`src/rtl/pe_vector_sequencer_if.sv`:
```
// pe_vector_sequencer_if: operand stream, PE lane and result stream bundle for the vector sequencer
interface pe_vector_sequencer_if #(
  parameter int WIDTH_DATA = 16,
  parameter int WIDTH_LEN = 8
);
  logic [WIDTH_LEN-1:0] cfg_len_i;
  logic in_valid_i;
  logic in_ready_o;
  logic [WIDTH_DATA-1:0] in_a_i;
  logic [WIDTH_DATA-1:0] in_b_i;
  logic [WIDTH_DATA-1:0] pe_data_a_o;
  logic [WIDTH_DATA-1:0] pe_data_b_o;
  logic pe_format_en_o;
  logic pe_keep_data_o;
  logic [WIDTH_DATA-1:0] pe_data_i;
  logic out_valid_o;
  logic out_ready_i;
  logic [WIDTH_DATA-1:0] out_data_o;
  logic busy_o;
  modport slave (
    input cfg_len_i, in_valid_i, in_a_i, in_b_i, pe_data_i, out_ready_i,
    output in_ready_o, pe_data_a_o, pe_data_b_o, pe_format_en_o, pe_keep_data_o,
    output out_valid_o, out_data_o, busy_o
  );
  modport master (
    output cfg_len_i, in_valid_i, in_a_i, in_b_i, pe_data_i, out_ready_i,
    input in_ready_o, pe_data_a_o, pe_data_b_o, pe_format_en_o, pe_keep_data_o,
    input out_valid_o, out_data_o, busy_o
  );
endinterface

```
`src/rtl/pe_vector_sequencer.sv`:
```
// pe_vector_sequencer: feeds K operand pairs to a PE lane, pulses format, and buffers the formatted result
module pe_vector_sequencer #(
  parameter int WIDTH_DATA = 16,
  parameter int WIDTH_LEN = 8,
  parameter int RESULT_LAT = 3
) (
  input logic clk,
  input logic rst,
  pe_vector_sequencer_if.slave bus
);
  localparam int WW = $clog2(RESULT_LAT + 1);
  typedef enum logic [2:0] {IDLE, ACCUM, LAST, FMT, WAIT} state_t;
  state_t state, state_nx;
  logic [WIDTH_LEN-1:0] len, cnt, cfg_k;
  logic [WW-1:0] wcnt;
  logic [WIDTH_DATA-1:0] pe_a, pe_b, out_data;
  logic out_valid, in_ready, accept, capture;
  assign cfg_k = bus.cfg_len_i == '0 ? WIDTH_LEN'(1) : bus.cfg_len_i;
  assign in_ready = !rst && (state == IDLE ? !out_valid : state == ACCUM);
  assign accept = bus.in_valid_i && in_ready;
  assign capture = state == WAIT && wcnt == WW'(1);
  always_comb begin
    state_nx = state;
    case (state)
      IDLE: if (accept) state_nx = cfg_k == WIDTH_LEN'(1) ? LAST : ACCUM;
      ACCUM: if (accept && cnt + WIDTH_LEN'(1) == len) state_nx = LAST;
      LAST: state_nx = FMT;
      FMT: state_nx = WAIT;
      WAIT: if (capture) state_nx = IDLE;
      default: state_nx = IDLE;
    endcase
  end
  always_ff @(posedge clk) begin
    if (rst) begin
      state <= IDLE;
      len <= '0;
      cnt <= '0;
      wcnt <= '0;
      pe_a <= '0;
      pe_b <= '0;
      out_valid <= 1'b0;
      out_data <= '0;
    end else begin
      state <= state_nx;
      pe_a <= accept ? bus.in_a_i : '0;
      pe_b <= accept ? bus.in_b_i : '0;
      if (state == IDLE && accept) begin
        len <= cfg_k;
        cnt <= WIDTH_LEN'(1);
      end else if (accept) cnt <= cnt + WIDTH_LEN'(1);
      wcnt <= state == FMT ? WW'(RESULT_LAT) : state == WAIT ? wcnt - WW'(1) : wcnt;
      if (capture) begin
        out_valid <= 1'b1;
        out_data <= bus.pe_data_i;
      end else if (out_valid && bus.out_ready_i) out_valid <= 1'b0;
    end
  end
  assign bus.in_ready_o = in_ready;
  assign bus.pe_data_a_o = pe_a;
  assign bus.pe_data_b_o = pe_b;
  assign bus.pe_format_en_o = state == FMT;
  assign bus.pe_keep_data_o = 1'b0;
  assign bus.out_valid_o = out_valid;
  assign bus.out_data_o = out_data;
  assign bus.busy_o = state != IDLE;
endmodule

```
`src/flat_wrapper.sv`:
```
// flat-port wrapper written by rule: the top's interface ports become plain ports
module pe_vector_sequencer_flat 
#(
  parameter int WIDTH_DATA = 16,
  parameter int WIDTH_LEN = 8,
  parameter int RESULT_LAT = 3
)
  (clk, rst, bus_cfg_len_i, bus_in_valid_i, bus_in_a_i, bus_in_b_i, bus_pe_data_i, bus_out_ready_i, bus_in_ready_o, bus_pe_data_a_o, bus_pe_data_b_o, bus_pe_format_en_o, bus_pe_keep_data_o, bus_out_valid_o, bus_out_data_o, bus_busy_o);
  pe_vector_sequencer_if #(.WIDTH_DATA(WIDTH_DATA), .WIDTH_LEN(WIDTH_LEN)) bus_i ();
  input logic clk;
  input logic rst;
  input wire logic [$bits(bus_i.cfg_len_i)-1:0] bus_cfg_len_i;
  input wire logic [$bits(bus_i.in_valid_i)-1:0] bus_in_valid_i;
  input wire logic [$bits(bus_i.in_a_i)-1:0] bus_in_a_i;
  input wire logic [$bits(bus_i.in_b_i)-1:0] bus_in_b_i;
  input wire logic [$bits(bus_i.pe_data_i)-1:0] bus_pe_data_i;
  input wire logic [$bits(bus_i.out_ready_i)-1:0] bus_out_ready_i;
  output wire logic [$bits(bus_i.in_ready_o)-1:0] bus_in_ready_o;
  output wire logic [$bits(bus_i.pe_data_a_o)-1:0] bus_pe_data_a_o;
  output wire logic [$bits(bus_i.pe_data_b_o)-1:0] bus_pe_data_b_o;
  output wire logic [$bits(bus_i.pe_format_en_o)-1:0] bus_pe_format_en_o;
  output wire logic [$bits(bus_i.pe_keep_data_o)-1:0] bus_pe_keep_data_o;
  output wire logic [$bits(bus_i.out_valid_o)-1:0] bus_out_valid_o;
  output wire logic [$bits(bus_i.out_data_o)-1:0] bus_out_data_o;
  output wire logic [$bits(bus_i.busy_o)-1:0] bus_busy_o;
  assign bus_i.cfg_len_i = bus_cfg_len_i;
  assign bus_i.in_valid_i = bus_in_valid_i;
  assign bus_i.in_a_i = bus_in_a_i;
  assign bus_i.in_b_i = bus_in_b_i;
  assign bus_i.pe_data_i = bus_pe_data_i;
  assign bus_i.out_ready_i = bus_out_ready_i;
  assign bus_in_ready_o = bus_i.in_ready_o;
  assign bus_pe_data_a_o = bus_i.pe_data_a_o;
  assign bus_pe_data_b_o = bus_i.pe_data_b_o;
  assign bus_pe_format_en_o = bus_i.pe_format_en_o;
  assign bus_pe_keep_data_o = bus_i.pe_keep_data_o;
  assign bus_out_valid_o = bus_i.out_valid_o;
  assign bus_out_data_o = bus_i.out_data_o;
  assign bus_busy_o = bus_i.busy_o;
  pe_vector_sequencer #(.WIDTH_DATA(WIDTH_DATA), .WIDTH_LEN(WIDTH_LEN), .RESULT_LAT(RESULT_LAT)) u_core (.clk(clk), .rst(rst), .bus(bus_i));
endmodule
```
`config.mk`:
```
export PLATFORM = sky130hd
export DESIGN_NAME = pe_vector_sequencer_flat
export DESIGN_NICKNAME = d
export VERILOG_FILES = /design/src/rtl/pe_vector_sequencer_if.sv /design/src/rtl/pe_vector_sequencer.sv /design/src/flat_wrapper.sv
export SDC_FILE = /design/constraint.sdc
export NUM_CORES = 1
export LEC_CHECK = 0
export BUFFER_PORTS_ARGS = -buffer_cell sky130_fd_sc_hd__buf_2
export CORE_MARGIN = 5
export CORE_UTILIZATION = 51
export CTS_CLUSTER_DIAMETER = 200
export DETAILED_ROUTE_END_ITERATION = 10
export PLACE_DENSITY = 0.84
export SYNTH_ARGS = -nofsm -noshare
export SYNTH_HDL_FRONTEND = slang
export SYNTH_SLANG_ARGS = --single-unit
```
`constraint.sdc`:
```
create_clock -name clk -period 2.8 [get_ports clk]
set_input_delay 0.42 -clock clk [delete_from_list [all_inputs] [get_ports clk]]
set_output_delay 0.42 -clock clk [all_outputs]
set_load 0.02 [all_outputs]
```
==> flow_summary.yaml <==
cts:
  worst_skew_pair.late_latency_ns: 0.34
  path_clk_slew_ns: 0.08
  ctsResizeCount: 0
  postCtsSetupRepairBufs: 0
  root_buffer: "clkbuf_8"
  clkSinkCount: 70
  cts_buffer_depth: 2
  tritoncts: "built"
  htree_num_levels: 3
  cts_buffers: 9
  ctsHoldBuffers: 0
final_layout:
  synthToLayoutAreaGrowth_pct: 27.3
  final_nets: 468
  post-route-cell-area_um2: 3490
  drive_above_1_share_pct: 33.1
  diodes: 0
yosys:
  synth_warnings: 0
  synthArstFlopShare_pct: 0
  syn_area_per_cell_um2: 9.07
  synth_edf_count: 0
  synth_cells: 302
  ys_types: 38
  syn-cell-area_um2: 2740
  seq_area_frac_synth_pct: 51.1
  synth_fp_nets: 364
  ys_ff_latch: 70
  synth-main-ff-cell: "dfxtp_1"
timing:
  fin_skew_ns: 0.0121
  setup_viol: 0
  tns_ns: 0
  final-hold-violation-count: 0
  finalCritPeriodShare_pct: 78.5
  holdWs_ns: 0.272
  period_needed_ns: 2.20
  relSlewSlack_pct: 49.8
  slew_violations: 0
  clock.fmax_mhz: 455
  rsz0062_at_grt: "false"
  tightest_slew_ns: 0.734
status:
  run_status: "complete, no violations"
route:
  drt_wl_total_um: 6420
  vias: 2357
  wl_per_cell_um: 13.3
  viasPerCell: 4.90
  drc_errors: 0
  drt_iter0_drc: 144
  dr.pass1.iters: 4
  ant_nets: 0
worst_setup_path:
  worstPathMaxFanout: 8
  critical-path-max-stage-delay_ns: 0.69
  critical_path.top_delay_family: "compound AO/OA/AOI/OAI gates"
  r2r-end: "u_core.state[0]$_SDFFE_PP0P_"
  cp_cell_sequence: "ha_1 > nand2b_1 > nand3_1 > a2111oi_0 > nand4_1 > a21o_1"
  cp.buffers_inverters: 0
  critPathCaptureType: "flip-flop"
  worstSetupPathType: "flip-flop to flip-flop"
  reg2reg_depth: 6
  worst_setup_path_start_kind: "flip-flop"
  required_ns: 3.03
  setup.reg_to_reg.worst_slack_ns: 0.60
  cpMaxStageDelayCell: "a2111oi_0"
  r2r_start: "u_core.cnt[0]$_SDFFE_PP0P_"
  arrival_ns: 2.43
grt:
  overflow: 0
  grt_usage_pct: 19.1
  grt_pass1_wl_um: 10900
  grt_pass1_vias: 2349
  grt_max_degree: 31
  antenna_found_initial: 0
placement:
  gp_congestion: 0.792
  postPlaceCellArea_um2: 3300
  port_buffers: 111
  place_hpwl_um: 4820
die:
  row_count: 26
  core_um2: 5170
  ios: 113
  die_area_um2: 6940
  start_util_pct: 53.0
  die_x_um: 83.3
  die-height_um: 83.3
run:
  maxCapViolCount: 0
power:
  power_frac_seq_pct: 53.1
  leakagePower_nw: 1.58
  sw_frac_of_total_pct: 25.7
  power.share.clock_pct: 37.6
  vdd_drop_max_v: 0.000414
  internal_power_w: 0.00146
  switchingPower_w: 0.000504
  combPwrFrac_pct: 9.2
  power.density_nw_per_um2: 562
worst_hold_path:
  min-delay-start: "bus_in_a_i[4]"
  hold_path_depth: 2
  hp-class: "input pin to flip-flop"
  hold_end: "u_core.bus.pe_data_a_o[4]$_SDFF_PP0_"
==> metrics by stage <==
step	power, W	worst slack [ns]	util, %	cells
6_report	0.00196	0.601	67.4	481
5_1_grt	0.00204	0.446	67.4	481
3_3_place_gp	0.00124	0.862	63.9	465
3_5_place_dp	0.00125	0.690	63.9	465
2_1_floorplan	0.00117	1.05	-	302
4_1_cts	0.00198	0.656	67.4	481
==> power by group through the flow <==
stage          Clock, W  Sequential, W  Combinational, W
4_1_cts        0.000755        0.00104          0.000182
5_1_grt        0.000797        0.00104          0.000201
3_3_place_gp          0        0.00106          0.000178
6_report       0.000737        0.00104          0.000181
3_5_place_dp          0        0.00106          0.000181
2_1_floorplan         0        0.00108         0.0000870
==> sequential cells by signal, summed over array words and instances (netlist names) <==
signal                  cells
u_core.bus.out_data_o      16
u_core.bus.out_valid_o      1
u_core.bus.pe_data_a_o     16
u_core.bus.pe_data_b_o     16
u_core.cnt                  8
u_core.len                  8
u_core.state                3
u_core.wcnt                 2
==> cell usage after synthesis, drive strengths merged (5+ instances only) <==
cell     n  area (um2)
mux2i   10         100
clkbuf  15        56.3
a31oi    5        31.3
o21ai    5        25.0
nand3    9        45.0
nand4    5        31.3
nand2   40         150
dfxtp   70        1400
xor2     9        78.8
nor2    22        82.6
a21oi   23         115
nand2b   8        50.1
and2    36         225
buf      7        58.8
==> placed cells by master, fill, tap and decap left out, types with 8 or more instances in the layout <==
| master | count |
|---|---|
| mux2i_1 | 10 |
| nand2_1 | 40 |
| nor2_1 | 22 |
| buf_2 | 111 |
| xor2_1 | 9 |
| nand3_1 | 9 |
| dfxtp_1 | 70 |
| nand2b_1 | 8 |
| clkbuf_8 | 10 |
| and2_1 | 36 |
| a21oi_1 | 23 |
==> worst max path at each step <==
stage / end / cells after the start / slack [ns] / start
floorplan: u_core.state[0]$_SDFFE_PP0P_ / 7 / 1.05 / u_core.state[2]$_SDFFE_PP0P_
global placement: u_core.state[1]$_SDFFE_PP0P_ / 7 / 0.86 / rst
detailed placement: u_core.state[0]$_SDFFE_PP0P_ / 6 / 0.69 / u_core.cnt[0]$_SDFFE_PP0P_
CTS: u_core.state[0]$_SDFFE_PP0P_ / 6 / 0.66 / u_core.cnt[0]$_SDFFE_PP0P_
global route: u_core.state[0]$_SDFFE_PP0P_ / 6 / 0.45 / u_core.cnt[0]$_SDFFE_PP0P_
finish: u_core.state[0]$_SDFFE_PP0P_ / 6 / 0.60 / u_core.cnt[0]$_SDFFE_PP0P_
==> layer usage <==
metal  global-route usage, %  wire length, um
met5                       0                0
met2                    32.3             3210
met4                    8.62              119
met1                    21.5             2510
met3                    6.73              570
==> area by class of cell <==
type	instances	area, um2
clock buffers	10	138
well taps	70	87.6
multi-input cells	207	1220
fillers	402	1690
clock inverters	6	45.0
flip-flops and latches	70	1400
repair buffers	115	586
inverters	3	11.3
==> cells by family after synthesis <==
kind of cell / share of synthesized area [%]
adder cells (fa/ha/maj): 0.913
AND/OR/NAND/NOR: 26.3
buffers and inverters: 4.61
other: 0.137
XOR/XNOR: 4.16
AO/OA/AOI/OAI: 9.09
flip-flops: 51.1
multiplexers: 3.65
No activity file was read; power rests on OpenSTA's default activity.
